<file path="src/rtl/alu_arbiter_pkg.sv">
// Shared definitions for the ALU arbiter slice.
// Contents: opcode constants, opcode field width, default datapath width,
// FSM state encoding and an illegal-opcode helper.
package alu_arbiter_pkg;

  localparam int unsigned ALU_SEL_W = 3;
  localparam int unsigned ALU_WIDTH = 4;

  localparam logic [ALU_SEL_W-1:0] ALU_ADD = 3'b000;
  localparam logic [ALU_SEL_W-1:0] ALU_SUB = 3'b001;
  localparam logic [ALU_SEL_W-1:0] ALU_AND = 3'b010;
  localparam logic [ALU_SEL_W-1:0] ALU_OR  = 3'b011;
  localparam logic [ALU_SEL_W-1:0] ALU_XOR = 3'b100;
  localparam logic [ALU_SEL_W-1:0] ALU_NOT = 3'b101;

  typedef enum logic [1:0] {
    StIdle = 2'd0,
    StExec = 2'd1,
    StResp = 2'd2
  } state_e;

  // 110 and 111 have no ALU meaning.
  function automatic logic sel_illegal(input logic [ALU_SEL_W-1:0] sel);
    return sel[2] & sel[1];
  endfunction

endpackage

</file>
<file path="src/rtl/alu_arbiter_if.sv">
// Bundle of the two request channels, the tagged response channel and busy.
// master: requesters/consumer side (drives req*_valid/payload, rsp_ready).
// slave:  the arbiter (drives req*_ready, rsp_*, busy).
interface alu_arbiter_if
  import alu_arbiter_pkg::*;
#(
  parameter int unsigned WIDTH = ALU_WIDTH
);
  logic                 req0_valid;
  logic                 req0_ready;
  logic [WIDTH-1:0]     req0_a;
  logic [WIDTH-1:0]     req0_b;
  logic [ALU_SEL_W-1:0] req0_sel;
  logic                 req1_valid;
  logic                 req1_ready;
  logic [WIDTH-1:0]     req1_a;
  logic [WIDTH-1:0]     req1_b;
  logic [ALU_SEL_W-1:0] req1_sel;
  logic                 rsp_valid;
  logic                 rsp_ready;
  logic                 rsp_id;
  logic [WIDTH-1:0]     rsp_result;
  logic                 rsp_carry;
  logic                 rsp_err;
  logic                 busy;

  modport master (
    output req0_valid, req0_a, req0_b, req0_sel,
    output req1_valid, req1_a, req1_b, req1_sel,
    output rsp_ready,
    input  req0_ready, req1_ready,
    input  rsp_valid, rsp_id, rsp_result, rsp_carry, rsp_err, busy
  );

  modport slave (
    input  req0_valid, req0_a, req0_b, req0_sel,
    input  req1_valid, req1_a, req1_b, req1_sel,
    input  rsp_ready,
    output req0_ready, req1_ready,
    output rsp_valid, rsp_id, rsp_result, rsp_carry, rsp_err, busy
  );
endinterface

</file>
<file path="src/rtl/alu.sv">
// Shared 4-bit combinational ALU.
// Ports: A, B operands; ALU_Sel opcode; Result WIDTH bits; Carry is the
// carry-out of ADD / borrow of SUB, zero for logic ops and unused opcodes.
module alu #(
  parameter int unsigned WIDTH = 4
) (
  input  logic [WIDTH-1:0] A,
  input  logic [WIDTH-1:0] B,
  input  logic [2:0]       ALU_Sel,
  output logic [WIDTH-1:0] Result,
  output logic             Carry
);
  logic [WIDTH:0] tmp;

  always_comb begin
    tmp = '0;
    case (ALU_Sel)
      3'b000:  tmp = {1'b0, A} + {1'b0, B};
      3'b001:  tmp = {1'b0, A} - {1'b0, B};
      3'b010:  tmp = {1'b0, A & B};
      3'b011:  tmp = {1'b0, A | B};
      3'b100:  tmp = {1'b0, A ^ B};
      3'b101:  tmp = {1'b0, ~A};
      default: tmp = '0;
    endcase
  end

  assign Result = tmp[WIDTH-1:0];
  assign Carry  = tmp[WIDTH];
endmodule

</file>
<file path="src/rtl/alu_rr_grant.sv">
// Two-way round-robin grant, purely combinational.
// Ports: valid0/valid1 requests; rr_ptr selects the winner on a tie;
// grant0/grant1 one-hot (or zero) grant.
module alu_rr_grant (
  input  logic valid0,
  input  logic valid1,
  input  logic rr_ptr,
  output logic grant0,
  output logic grant1
);
  assign grant0 = valid0 & (~valid1 | ~rr_ptr);
  assign grant1 = valid1 & (~valid0 |  rr_ptr);
endmodule

</file>
<file path="src/rtl/alu_arbiter.sv">
// Time-shares one ALU between two requesters with round-robin arbitration.
// Ports: clk, rst_n (synchronous, active-low); bus (slave modport) carries
// both request channels, the tagged response channel and busy.
// Flow: IDLE accepts one request into operand registers, EXEC registers
// the ALU output, RESP holds the response until rsp_ready.
module alu_arbiter
  import alu_arbiter_pkg::*;
#(
  parameter int unsigned WIDTH = ALU_WIDTH,
  parameter int unsigned NREQ  = 2
) (
  input  logic         clk,
  input  logic         rst_n,
  alu_arbiter_if.slave bus
);
  localparam int unsigned IdW = $clog2(NREQ);

  state_e               state_q, state_d;
  logic                 rr_ptr_q, rr_ptr_d;
  logic [WIDTH-1:0]     op_a_q, op_b_q;
  logic [ALU_SEL_W-1:0] op_sel_q;
  logic [IdW-1:0]       op_id_q;
  logic [IdW-1:0]       rsp_id_q;
  logic [WIDTH-1:0]     rsp_result_q;
  logic                 rsp_carry_q, rsp_err_q;

  logic             grant0, grant1, accept0, accept1, idle;
  logic [WIDTH-1:0] alu_result;
  logic             alu_carry;

  alu_rr_grant u_grant (
    .valid0 (bus.req0_valid),
    .valid1 (bus.req1_valid),
    .rr_ptr (rr_ptr_q),
    .grant0 (grant0),
    .grant1 (grant1)
  );

  // Operands come only from registers so the ALU never sees live port data.
  alu #(.WIDTH(WIDTH)) u_alu (
    .A       (op_a_q),
    .B       (op_b_q),
    .ALU_Sel (op_sel_q),
    .Result  (alu_result),
    .Carry   (alu_carry)
  );

  // Ready is held low during reset regardless of the registered state.
  assign idle           = rst_n & (state_q == StIdle);
  assign bus.req0_ready = idle & grant0;
  assign bus.req1_ready = idle & grant1;
  assign accept0        = bus.req0_valid & bus.req0_ready;
  assign accept1        = bus.req1_valid & bus.req1_ready;

  assign bus.rsp_valid  = (state_q == StResp);
  assign bus.rsp_id     = rsp_id_q;
  assign bus.rsp_result = rsp_result_q;
  assign bus.rsp_carry  = rsp_carry_q;
  assign bus.rsp_err    = rsp_err_q;
  assign bus.busy       = rst_n & (state_q != StIdle);

  always_comb begin
    state_d  = state_q;
    rr_ptr_d = rr_ptr_q;
    case (state_q)
      StIdle: if (accept0 || accept1) state_d = StExec;
      StExec: state_d = StResp;
      StResp: begin
        if (bus.rsp_ready) begin
          state_d  = StIdle;
          rr_ptr_d = ~rsp_id_q;
        end
      end
      default: state_d = StIdle;
    endcase
  end

  always_ff @(posedge clk) begin
    if (!rst_n) begin
      state_q      <= StIdle;
      rr_ptr_q     <= 1'b0;
      op_a_q       <= '0;
      op_b_q       <= '0;
      op_sel_q     <= '0;
      op_id_q      <= '0;
      rsp_id_q     <= '0;
      rsp_result_q <= '0;
      rsp_carry_q  <= 1'b0;
      rsp_err_q    <= 1'b0;
    end else begin
      state_q  <= state_d;
      rr_ptr_q <= rr_ptr_d;
      if (accept0) begin
        op_a_q   <= bus.req0_a;
        op_b_q   <= bus.req0_b;
        op_sel_q <= bus.req0_sel;
        op_id_q  <= 1'b0;
      end else if (accept1) begin
        op_a_q   <= bus.req1_a;
        op_b_q   <= bus.req1_b;
        op_sel_q <= bus.req1_sel;
        op_id_q  <= 1'b1;
      end
      if (state_q == StExec) begin
        rsp_id_q <= op_id_q;
        if (sel_illegal(op_sel_q)) begin
          rsp_result_q <= '0;
          rsp_carry_q  <= 1'b0;
          rsp_err_q    <= 1'b1;
        end else begin
          rsp_result_q <= alu_result;
          rsp_carry_q  <= alu_carry;
          rsp_err_q    <= 1'b0;
        end
      end
    end
  end
endmodule

</file>
<file path="src/flat_wrapper.sv">
// flat-port wrapper written by rule: the top's interface ports become plain ports
module alu_arbiter_flat import alu_arbiter_pkg::*;
#(
  parameter int unsigned WIDTH = ALU_WIDTH,
  parameter int unsigned NREQ  = 2
)
  (clk, rst_n, bus_req0_valid, bus_req0_a, bus_req0_b, bus_req0_sel, bus_req1_valid, bus_req1_a, bus_req1_b, bus_req1_sel, bus_rsp_ready, bus_req0_ready, bus_req1_ready, bus_rsp_valid, bus_rsp_id, bus_rsp_result, bus_rsp_carry, bus_rsp_err, bus_busy);
  alu_arbiter_if #(.WIDTH(WIDTH)) bus_i ();
  input  logic clk;
  input  logic rst_n;
  input wire logic [$bits(bus_i.req0_valid)-1:0] bus_req0_valid;
  input wire logic [$bits(bus_i.req0_a)-1:0] bus_req0_a;
  input wire logic [$bits(bus_i.req0_b)-1:0] bus_req0_b;
  input wire logic [$bits(bus_i.req0_sel)-1:0] bus_req0_sel;
  input wire logic [$bits(bus_i.req1_valid)-1:0] bus_req1_valid;
  input wire logic [$bits(bus_i.req1_a)-1:0] bus_req1_a;
  input wire logic [$bits(bus_i.req1_b)-1:0] bus_req1_b;
  input wire logic [$bits(bus_i.req1_sel)-1:0] bus_req1_sel;
  input wire logic [$bits(bus_i.rsp_ready)-1:0] bus_rsp_ready;
  output wire logic [$bits(bus_i.req0_ready)-1:0] bus_req0_ready;
  output wire logic [$bits(bus_i.req1_ready)-1:0] bus_req1_ready;
  output wire logic [$bits(bus_i.rsp_valid)-1:0] bus_rsp_valid;
  output wire logic [$bits(bus_i.rsp_id)-1:0] bus_rsp_id;
  output wire logic [$bits(bus_i.rsp_result)-1:0] bus_rsp_result;
  output wire logic [$bits(bus_i.rsp_carry)-1:0] bus_rsp_carry;
  output wire logic [$bits(bus_i.rsp_err)-1:0] bus_rsp_err;
  output wire logic [$bits(bus_i.busy)-1:0] bus_busy;
  assign bus_i.req0_valid = bus_req0_valid;
  assign bus_i.req0_a = bus_req0_a;
  assign bus_i.req0_b = bus_req0_b;
  assign bus_i.req0_sel = bus_req0_sel;
  assign bus_i.req1_valid = bus_req1_valid;
  assign bus_i.req1_a = bus_req1_a;
  assign bus_i.req1_b = bus_req1_b;
  assign bus_i.req1_sel = bus_req1_sel;
  assign bus_i.rsp_ready = bus_rsp_ready;
  assign bus_req0_ready = bus_i.req0_ready;
  assign bus_req1_ready = bus_i.req1_ready;
  assign bus_rsp_valid = bus_i.rsp_valid;
  assign bus_rsp_id = bus_i.rsp_id;
  assign bus_rsp_result = bus_i.rsp_result;
  assign bus_rsp_carry = bus_i.rsp_carry;
  assign bus_rsp_err = bus_i.rsp_err;
  assign bus_busy = bus_i.busy;
  alu_arbiter #(.WIDTH(WIDTH), .NREQ(NREQ)) u_core (.clk(clk), .rst_n(rst_n), .bus(bus_i));
endmodule
</file>
<file path="config.mk">
export PLATFORM = sky130hd
export DESIGN_NAME = alu_arbiter_flat
export DESIGN_NICKNAME = d
export VERILOG_FILES = /design/src/rtl/alu_arbiter_pkg.sv /design/src/rtl/alu_arbiter_if.sv /design/src/rtl/alu.sv /design/src/rtl/alu_rr_grant.sv /design/src/rtl/alu_arbiter.sv /design/src/flat_wrapper.sv
export SDC_FILE = /design/constraint.sdc
export NUM_CORES = 1
export LEC_CHECK = 0
export ABC_AREA = 1
export CAP_MARGIN = 20
export CELL_PAD_IN_SITES_DETAIL_PLACEMENT = 1
export CELL_PAD_IN_SITES_GLOBAL_PLACEMENT = 2
export CORE_ASPECT_RATIO = 0.75
export CORE_MARGIN = 4
export CORE_UTILIZATION = 24
export DETAILED_ROUTE_END_ITERATION = 6
export MAX_ROUTING_LAYER = met4
export PLACE_DENSITY = 0.76
export SLEW_MARGIN = 20
export SYNTH_ARGS = -nofsm -noshare
export SYNTH_HDL_FRONTEND = slang
export SYNTH_HIERARCHICAL = 1
export SYNTH_SLANG_ARGS = --single-unit
export TNS_END_PERCENT = 100
</file>
<file path="constraint.sdc">
create_clock -name clk -period 1.81 [get_ports clk]
set_clock_uncertainty 0.1 [all_clocks]
set_input_delay 0.362 -clock clk [delete_from_list [all_inputs] [get_ports clk]]
set_output_delay 0.362 -clock clk [all_outputs]
set_load 0.005 [all_outputs]
</file>
# Yosys cells after proc, flatten, opt, wreduce, memory -nomap -nowiden
# Cells that the tools add are included.
# W data, S select, Z words.
[classes]
reduce_logical = 8
bitwise_logic = 20
n_eq_ne = 9
mux = 13
addsub = 2
[ops]
columns = ["op", "n"]
rows = [
  ["$pmux W5 S6", 1],
  ["$mux W4", 5],
  ["$and A1 B1 Y1", 9],
  ["$eq A3 B2 Y1 const B", 2],
  ["$eq A3 B3 Y1 const B", 2],
  ["$mux W3", 2],
  ["$pmux W2 S3", 1],
  ["$add A4 B4 Y5", 1],
  ["$not A1 Y1", 5],
  ["$sub A4 B4 Y5", 1],
  ["$and A4 B4 Y4", 1],
  ["$mux W2", 2],
  ["$ne A2 B2 Y1 const B", 2],
  ["$not A4 Y4", 1],
  ["$or A4 B4 Y4", 1],
  ["$reduce_and A2 Y1", 2],
  ["$reduce_bool A2 Y1", 2],
  ["$xor A4 B4 Y4", 1],
  ["$eq A3 B1 Y1 const B", 1],
  ["$logic_not A3 Y1", 1],
  ["$eq A2 B1 Y1 const B", 1],
  ["$eq A2 B2 Y1 const B", 1],
  ["$logic_not A2 Y1", 1],
  ["$mux W1", 2],
  ["other kinds (3)", 4],
]
[word_totals]
input_bits = 27
out_inout_bits = 11
wordCells = 62
ff_bits = 22

# Depth between registers and ports, before layout
# Gate-level depths: netlist (run 1).
[logic_depth]
depth_word = 8
ltp_mapped = 14
depth_no_buf = 14

# Cells and area by module
# The synthesis (run 1) kept the hierarchy.
[modules_own_cells]
columns = ["mod", "instances", "area_per_inst_um2", "seq_area_each_um2", "cells_each"]
rows = [
  ["alu_arbiter", 1, 1091.0, 440.4, 157],
  ["alu", 1, 548.0, 0.0, 95],
  ["alu_rr_grant", 1, 20.0, 0.0, 5],
]

# Worst setup path before layout (run 1)
# No wires, ideal clock.
[synth_timing]
path_type = "reg-to-reg"
from = "register u_core.op_b_q[0]"
to = "register u_core.rsp_carry_q, in the netlist u_core/bus.rsp_carry"
path_buffers = 0
setup_time_ns = 0.119
required_ns = 1.591
slack_ns = -0.181
stages_incl_launch_ff = 12
t_arrival_ns = 1.772
synth_period_minus_slack_ns = 1.991
cell_sequence = "dfxtp_1 -> inv_1 -> ha_1 -> nand2_1 -> o21ai_0 -> fa_1 -> nor2_1 -> o21ai_0 -> inv_1 -> nor2_1 -> a22oi_1 -> nor2_1"
[synth_via]
elab_chain_cells = 3
word_cells_on_any_way = 4
classes_between = "2 x add/sub; 2 x mux"
[synth_lines]
columns = ["element", "line_no", "source"]
rows = [
  ["start, declared", "alu_arbiter.sv:20", "logic [WIDTH-1:0] op_a_q, op_b_q;"],
  ["start signal, assigned", "alu_arbiter.sv:95", "op_b_q <= bus.req0_b;"],
  ["start signal, assigned", "alu_arbiter.sv:100", "op_b_q <= bus.req1_b;"],
  ["$sub A4 B4 Y5 or $add A4 B4 Y5 (tied branches)", "alu.sv:19, alu.sv:18", ""],
  ["$pmux W5 S6 (*)", "alu.sv:17", "case (ALU_Sel)"],
  ["net u_core.alu_carry", "alu_arbiter.sv:29", "logic alu_carry;"],
  ["$mux W1 (*)", "alu_arbiter.sv:106", "if (sel_illegal(op_sel_q)) begin"],
  ["end signal, assigned", "alu_arbiter.sv:112", "rsp_carry_q <= alu_carry;"],
  ["end, declared", "alu_arbiter.sv:25", "logic rsp_carry_q, rsp_err_q;"],
]
# Mark *: on every way through the listed nets, which the timed path passes. The rest lies on a longest branch.
# A chain may end at the register's enable or synchronous reset.

# Final worst setup path (run 1)
[layout_timing]
from = "register u_core.op_sel_q[2]"
to = "register u_core.rsp_result_q[3], in the netlist u_core/bus.rsp_result[3]"
[layout_via]
elab_chain_cells = 3
word_cells_on_any_way = 9
classes_between = "5 x eq/ne; 2 x mux; 1 x bitwise; 1 x reduce/logical"
[layout_lines]
columns = ["element", "line_no", "source"]
rows = [
  ["start, declared", "alu_arbiter.sv:21", "logic [ALU_SEL_W-1:0] op_sel_q;"],
  ["start signal, assigned", "alu_arbiter.sv:96", "op_sel_q <= bus.req0_sel;"],
  ["start signal, assigned", "alu_arbiter.sv:101", "op_sel_q <= bus.req1_sel;"],
  ["$eq A3 B3 Y1, or another cell as far along", "alu.sv:17", ""],
  ["$pmux W5 S6 (*)", "alu.sv:17", ""],
  ["net u_core.alu_result[3]", "alu_arbiter.sv:28", "logic [WIDTH-1:0] alu_result;"],
  ["$mux W4 (*)", "alu_arbiter.sv:106", ""],
  ["end signal, assigned", "alu_arbiter.sv:111", "rsp_result_q <= alu_result;"],
  ["end, declared", "alu_arbiter.sv:24", "logic [WIDTH-1:0] rsp_result_q;"],
]
# Marked as above.

==> out/results.ini, run 1 <==
[status]
status = finished, violations left
violations = setup timing

[logic_synthesis]
synth_edf_count = 0
yosysSeqAreaShare_pct = 26.5
syn_inst = 257
yosys_warnings = 6
avgSynthCellArea_sq_um = 6.46
synthArstFlopShare_pct = 0
synth_most_common_cell = nand2_1
synth_top_area_cell = dfxtp_1
synth_common_cells = nand2_1 (60), nor2_1 (53), inv_1 (42), dfxtp_1 (22), ha_1 (13)
synth_area_leaders = dfxtp_1 (27%), nand2_1 (14%), nor2_1 (12%), ha_1 (9.8%), inv_1 (9.5%)
synth-seq-cells = 22
synth_top_area_share_pct = 26.5
synth_ff_type = dfxtp_1
synth_area_sq_mm = 0.00166
synth.net_count = 298
ys_types = 26

[routing]
firstDrtPassIters = 4
via_per_inst = 4.32
top_layer = met4
drt-total-wl_um = 4960
wl_met2_um = 2210
met3_length_um = 165
drc = 0
avgRoutedWirePerCell_um = 12.2
drt-met1-wl_um = 2550
postRouteAntennaNets = 0
drtIter0Drc = 79
vias = 1755

[worst_setup_path]
crit_arrival_ps = 2020
r2r_cells = 12
critPathSlowestCell = ha_2
crit_buf_inv = 2
cp.required_ps = 1880
critPathCaptureType = register
cp_num_cells = 12
cpMostUsedCell = nand3_1
crit_fanout = 4
max_stage_delay_ps = 340
startpoint_type = register
path_class = reg -> reg
crit_path_cell_trace = inv_2, nand3_4, buf_6, nand2_2, xor2_1, ha_2, a21oi_2, nand3_1, nand3_1, nand2_1, a22oi_1, nor2_1
cp_top_family = simple AND/OR/NAND/NOR gates

[layout]
drive_above_1_share_pct = 22.2
syn2layout_area_growth_pct = 49.1
n_antenna_cell = 0
nNetsFinal = 367

[power_and_ir_drop]
power_density_mw_per_mm2 = 635
power_frac_comb_pct = 41.7
total_power_w = 0.00157
p_clk_share_pct = 23.2
max-vdd-ir-drop_mv = 0.233
p_int_w = 0.00105
power_switching_w = 0.000525
switching_share_pct = 33.4
p_seq_share_pct = 35.1
p_leak_nw = 1.23

[die]
pin_count = 38
start_util_pct = 25.5
die_width_um = 104
die_area_sq_mm = 0.00832
core_region_area_sq_mm = 0.00651
die_h_um = 80.0
rows = 25

[clocking]
clockBufferDepth = 2
hold_buffers = 0
cts_root_buf = clkbuf_8
cts_made_buffers = 3
clk_latency_ps = 270
cts_tree = yes
cts.sinks = 22
h-tree-depth = 1
clk_pin_slew_ps = 80

[sta]
finalWorstSetupSlack_ps = -145
rsz0062_at_grt = true
finalMaxSlewViolations = 0
post-route-period-util_pct = 108
worst_pin_slew_ps = 336
tns_ps = -499
relSlewSlack_pct = 77.4
min_period_ps = 1960
hold_viol = 0
finalSetupViolCount = 4
fmax_ghz = 0.511

[grt]
grtUsageTotal_pct = 13.0
grt_overflow_total = 0
antenna_found_initial = 0
grt_max_degree = 19
grt_pass1_wl_um = 8600
grt_pass1_vias = 1874

[placement]
port_buffers = 37
pre_cts_ws_ps = -394
hpwl_um = 4060
gp_congestion = 0.758

[worst_hold_path]
min_delay_path_depth = 2
hold_path.class = reg -> reg

[flow_run]
max_cap_violations = 0

power by group through the flow:
| stage | Sequential (W) | Combinational [W] | Clock (W) |
|---|---|---|---|
| 6_report | 0.000551 | 0.000655 | 0.000365 |
| 5_1_grt | 0.000556 | 0.000752 | 0.000396 |
| 4_1_cts | 0.000551 | 0.000644 | 0.000384 |
| 3_5_place_dp | 0.000560 | 0.000606 | 0 |
| 3_3_place_gp | 0.000559 | 0.000585 | 0 |
| 2_1_floorplan | 0.000562 | 0.000351 | 0 |
tightest hold or removal path, cell delays in order, from the launching register on:
cell     delay (ps)
dfxtp_1         300
inv_1            70
a21oi_1          60
cell families after synthesis:
group	Yosys count	share of synthesized area, %
adders and majority gates	14	11.0
xor gates and xnor gates	3	1.58
AOI/OAI and AO/OA	22	7.92
DFF	22	26.5
and+or+nand+nor	146	39.6
buffers and inverters	50	13.3
registers in the layout (all words and copies together), names as in the netlist:
register,flops
u_core/op_b_q,4
u_core/bus.rsp_err,1
u_core/op_sel_q,3
u_core/bus.rsp_carry,1
u_core/op_a_q,4
u_core/rr_ptr_q,1
u_core/op_id_q,1
u_core/bus.rsp_result,4
u_core/state_q,2
u_core/bus.rsp_id,1
cells in the final DEF, fill, tap and decap left out, types with 5 or more instances in the layout:
master           instances
nand3_1                  9
a22oi_1                  5
dfxtp_2                  7
a21oi_1                  5
clkdlybuf4s50_1         32
buf_4                   33
inv_1                   36
nand2_1                 57
nor2_1                  52
ha_1                    10
nand3b_1                11
inv_2                    5
o21ai_0                  5
dfxtp_1                 15
what timing repair did:
item	in CTS	in global routing
pin swaps	13	1
setup endpoints to repair	8	6
gates resized for setup	26	5
setup buffers	5	0
gates cloned	0	0
final cells by class:
| cell class | count | area (sq um) |
|---|---|---|
| sequential | 22 | 449 |
| clock buffer | 4 | 55.1 |
| timing repair buffer | 72 | 634 |
| fill | 856 | 4030 |
| inverter | 42 | 160 |
| multi-input combinational | 185 | 1070 |
| tap | 81 | 101 |
routing by layer:
metal	up-vias	global-route usage, %
li1	931	-
met1	797	16.2
met2	23	22.6
met3	4	2.43
met4	0	1.99
met5	-	-
through the flow:
step | utilization, % | hold slack, ps | cells | area [sq um]
2_1_floorplan | - | 329 | 257 | 1690
4_1_cts | 37.7 | 383 | 406 | 2450
5_1_grt | 38.0 | 404 | 406 | 2470
6_report | 38.0 | 369 | 406 | 2470
3_5_place_dp | 35.7 | 364 | 397 | 2320
3_3_place_gp | 35.7 | 349 | 397 | 2320
final timing paths:
kind | startpoint | to | slack, ps
max | u_core/op_sel_q[2] | u_core/bus.rsp_result[3] | -150
min | u_core/op_id_q | u_core/bus.rsp_id | 370
max reg2reg | u_core/op_sel_q[2] | u_core/bus.rsp_result[3] | -150
min reg2reg | u_core/op_id_q | u_core/bus.rsp_id | 370
No activity file was read; power rests on OpenSTA's default activity.
==> run 2, diff against run 1 <==
- PLACE_DENSITY: 0.76 -> default
- PLACE_DENSITY_LB_ADDON: default -> 0.1
==> out/results.ini, run 2 (synthesized netlist as in run 1, its figures left out) <==
[sta]
rsz0062_at_grt = true
hold_viol = 0  ; unchanged
fmax_ghz = 0.497  ; -2.8%
finalWorstSetupSlack_ps = -201  ; -56.0 ps
relSlewSlack_pct = 77.5  ; +0.094 points
min_period_ps = 2010  ; +56.0 ps
worst_pin_slew_ps = 337  ; +0.719 ps
post-route-period-util_pct = 111  ; +3.1 points
finalSetupViolCount = 4  ; unchanged
worst_hold_slack_ps = 360  ; -8.08 ps
finalMaxSlewViolations = 0  ; unchanged

[routing]
drtIter0Drc = 59  ; -25%
drt-total-wl_um = 4960  ; about the same
via_per_inst = 4.28  ; -0.98%
avgRoutedWirePerCell_um = 12.2  ; -0.29%
postRouteAntennaNets = 0  ; unchanged
drc = 0  ; unchanged
vias = 1742  ; -0.74%
firstDrtPassIters = 4  ; unchanged

[placement]
place_inst = 395  ; -0.50%
port_buffers = 37  ; unchanged
gp_congestion = 0.751  ; -1.0%
placed_cell_area_sq_mm = 0.00232  ; -0.11%
hpwl_um = 3870  ; -4.5%
pre_cts_ws_ps = -367  ; +27.4 ps

[die]
pin_count = 38  ; unchanged
rows = 25  ; unchanged
die_h_um = 80.0  ; unchanged
core_region_area_sq_mm = 0.00651  ; unchanged
die_area_sq_mm = 0.00832  ; unchanged
start_util_pct = 25.5  ; unchanged
die_width_um = 104  ; unchanged

[worst_hold_path]
hold_path.class = reg -> reg

[clocking]
clk_latency_ps = 270  ; about the same
clockBufferDepth = 2  ; unchanged
cts_made_buffers = 3  ; unchanged
clk_pin_slew_ps = 90  ; about the same
cts_tree = yes
cts.sinks = 22  ; unchanged
h-tree-depth = 1  ; unchanged
cts_root_buf = clkbuf_8

[grt]
grt_overflow_total = 0  ; unchanged
grt_pass1_wl_um = 8740  ; +1.7%
gr-max-usage-layer = met2
grtUsageTotal_pct = 13.3  ; +0.35 points
grt_max_degree = 35  ; +16
grt_pass1_vias = 1848  ; -1.4%
met3_usage_pct = 2.83  ; +0.40 points
grt_use_met1_pct = 16.9  ; +0.71 points
use_met2_pct = 22.0  ; -0.58 points
antenna_found_initial = 0  ; unchanged

[worst_setup_path]
crit_fanout = 4  ; unchanged
critPathCaptureType = register
crit_buf_inv = 2  ; unchanged
path_class = reg -> reg
critPathSlowestCell = dfxtp_2
max_stage_delay_ps = 360  ; +20 ps
crit_arrival_ps = 2130  ; +110 ps
cpMostUsedCell = nand2_1
startpoint_type = register
cp.required_ps = 1920  ; +40 ps
cp_top_family = simple AND/OR/NAND/NOR gates
crit_path_cell_trace = inv_4, ha_4, inv_2, nand2_2, xor2_1, ha_1, nand2_1, nor2_2, nor2_1, nand2_1, nand2_1, nor2_2, a22oi_1, nor2_1

[layout]
n_antenna_cell = 0  ; unchanged
nNetsFinal = 368  ; +0.27%
layout_common_cells = nand2_1 (58), nor2_1 (49), inv_1 (36)
nFillCells = 834  ; -2.6%
drive_above_1_share_pct = 22.1  ; -0.068 points
mostFrequentLayoutCell = nand2_1
syn2layout_area_growth_pct = 51.4
fin_area_sq_mm = 0.00251  ; +1.5%
fin_cells = 407  ; +0.25%

[flow_run]
max_cap_violations = 0  ; unchanged

[power_and_ir_drop]
p_leak_nw = 1.27  ; +2.9%
power_density_mw_per_mm2 = 679  ; +6.9%
max-vdd-ir-drop_mv = 0.426  ; +83%

[status]
status = finished, violations left
violations = setup timing

==> run 2: metal layers <==
metal / up-vias / wire length [um]
met5: - / 0
met4: 0 / 34
met3: 2 / 192
met2: 23 / 2240
met1: 784 / 2490
li1: 933 / -
==> run 2: timing repair <==
item                       in CTS  in global routing
setup endpoints to repair       8                  6
gates resized for setup        21                  7
hold buffers                    0                  0
buffers inserted                4                  4
pin swaps                      10                 12
==> run 2: report_power, final <==
part	switching (W)	internal (W)	leakage (nW)
registers	0.0000282	0.000522	0.183
logic	0.000332	0.000341	1.05
clock network	0.000186	0.000296	0.0357
==> run 2: path summary, 6_finish.rpt <==
kind | from | endpoint | slack, ps | cells past startpoint
setup / recovery | u_core/op_b_q[0] | u_core/bus.rsp_carry | -200 | 14
hold / removal | u_core/op_id_q | u_core/bus.rsp_id | 360 | 2
setup reg to reg | u_core/op_b_q[0] | u_core/bus.rsp_carry | -200 | 14
hold reg to reg | u_core/op_id_q | u_core/bus.rsp_id | 360 | 2
==> run 2: worst reg2reg max path: stages, from the launching register on <==
cell,delay (ps)
dfxtp_2,360
inv_4,50
ha_4,150
inv_2,40
nand2_2,40
xor2_1,140
ha_1,360
nand2_1,90
nor2_2,120
nor2_1,50
nand2_1,60
nand2_1,60
nor2_2,160
a22oi_1,80
nor2_1,110
==> run 2: final cells by class <==
class	instances	area [sq um]	share of cell area [%]
clock buffer	3	41.3	1.64
clock inverter	1	30.0	1.20
inverter	42	160	6.38
multi-input combinational	185	1070	42.7
sequential	22	452	18.0
tap	81	101	4.04
timing repair buffer	73	656	26.1
==> run 2: per-stage QoR <==
stage / setup TNS [ps] / total power (W) / utilization [%]
5_1_grt: -1160 / 0.00185 / 38.6
2_1_floorplan: -55.5 / 0.000913 / -
4_1_cts: -622 / 0.00171 / 37.8
3_5_place_dp: -4030 / 0.00117 / 35.6
3_3_place_gp: -3240 / 0.00116 / 35.6
6_report: -574 / 0.00171 / 38.6
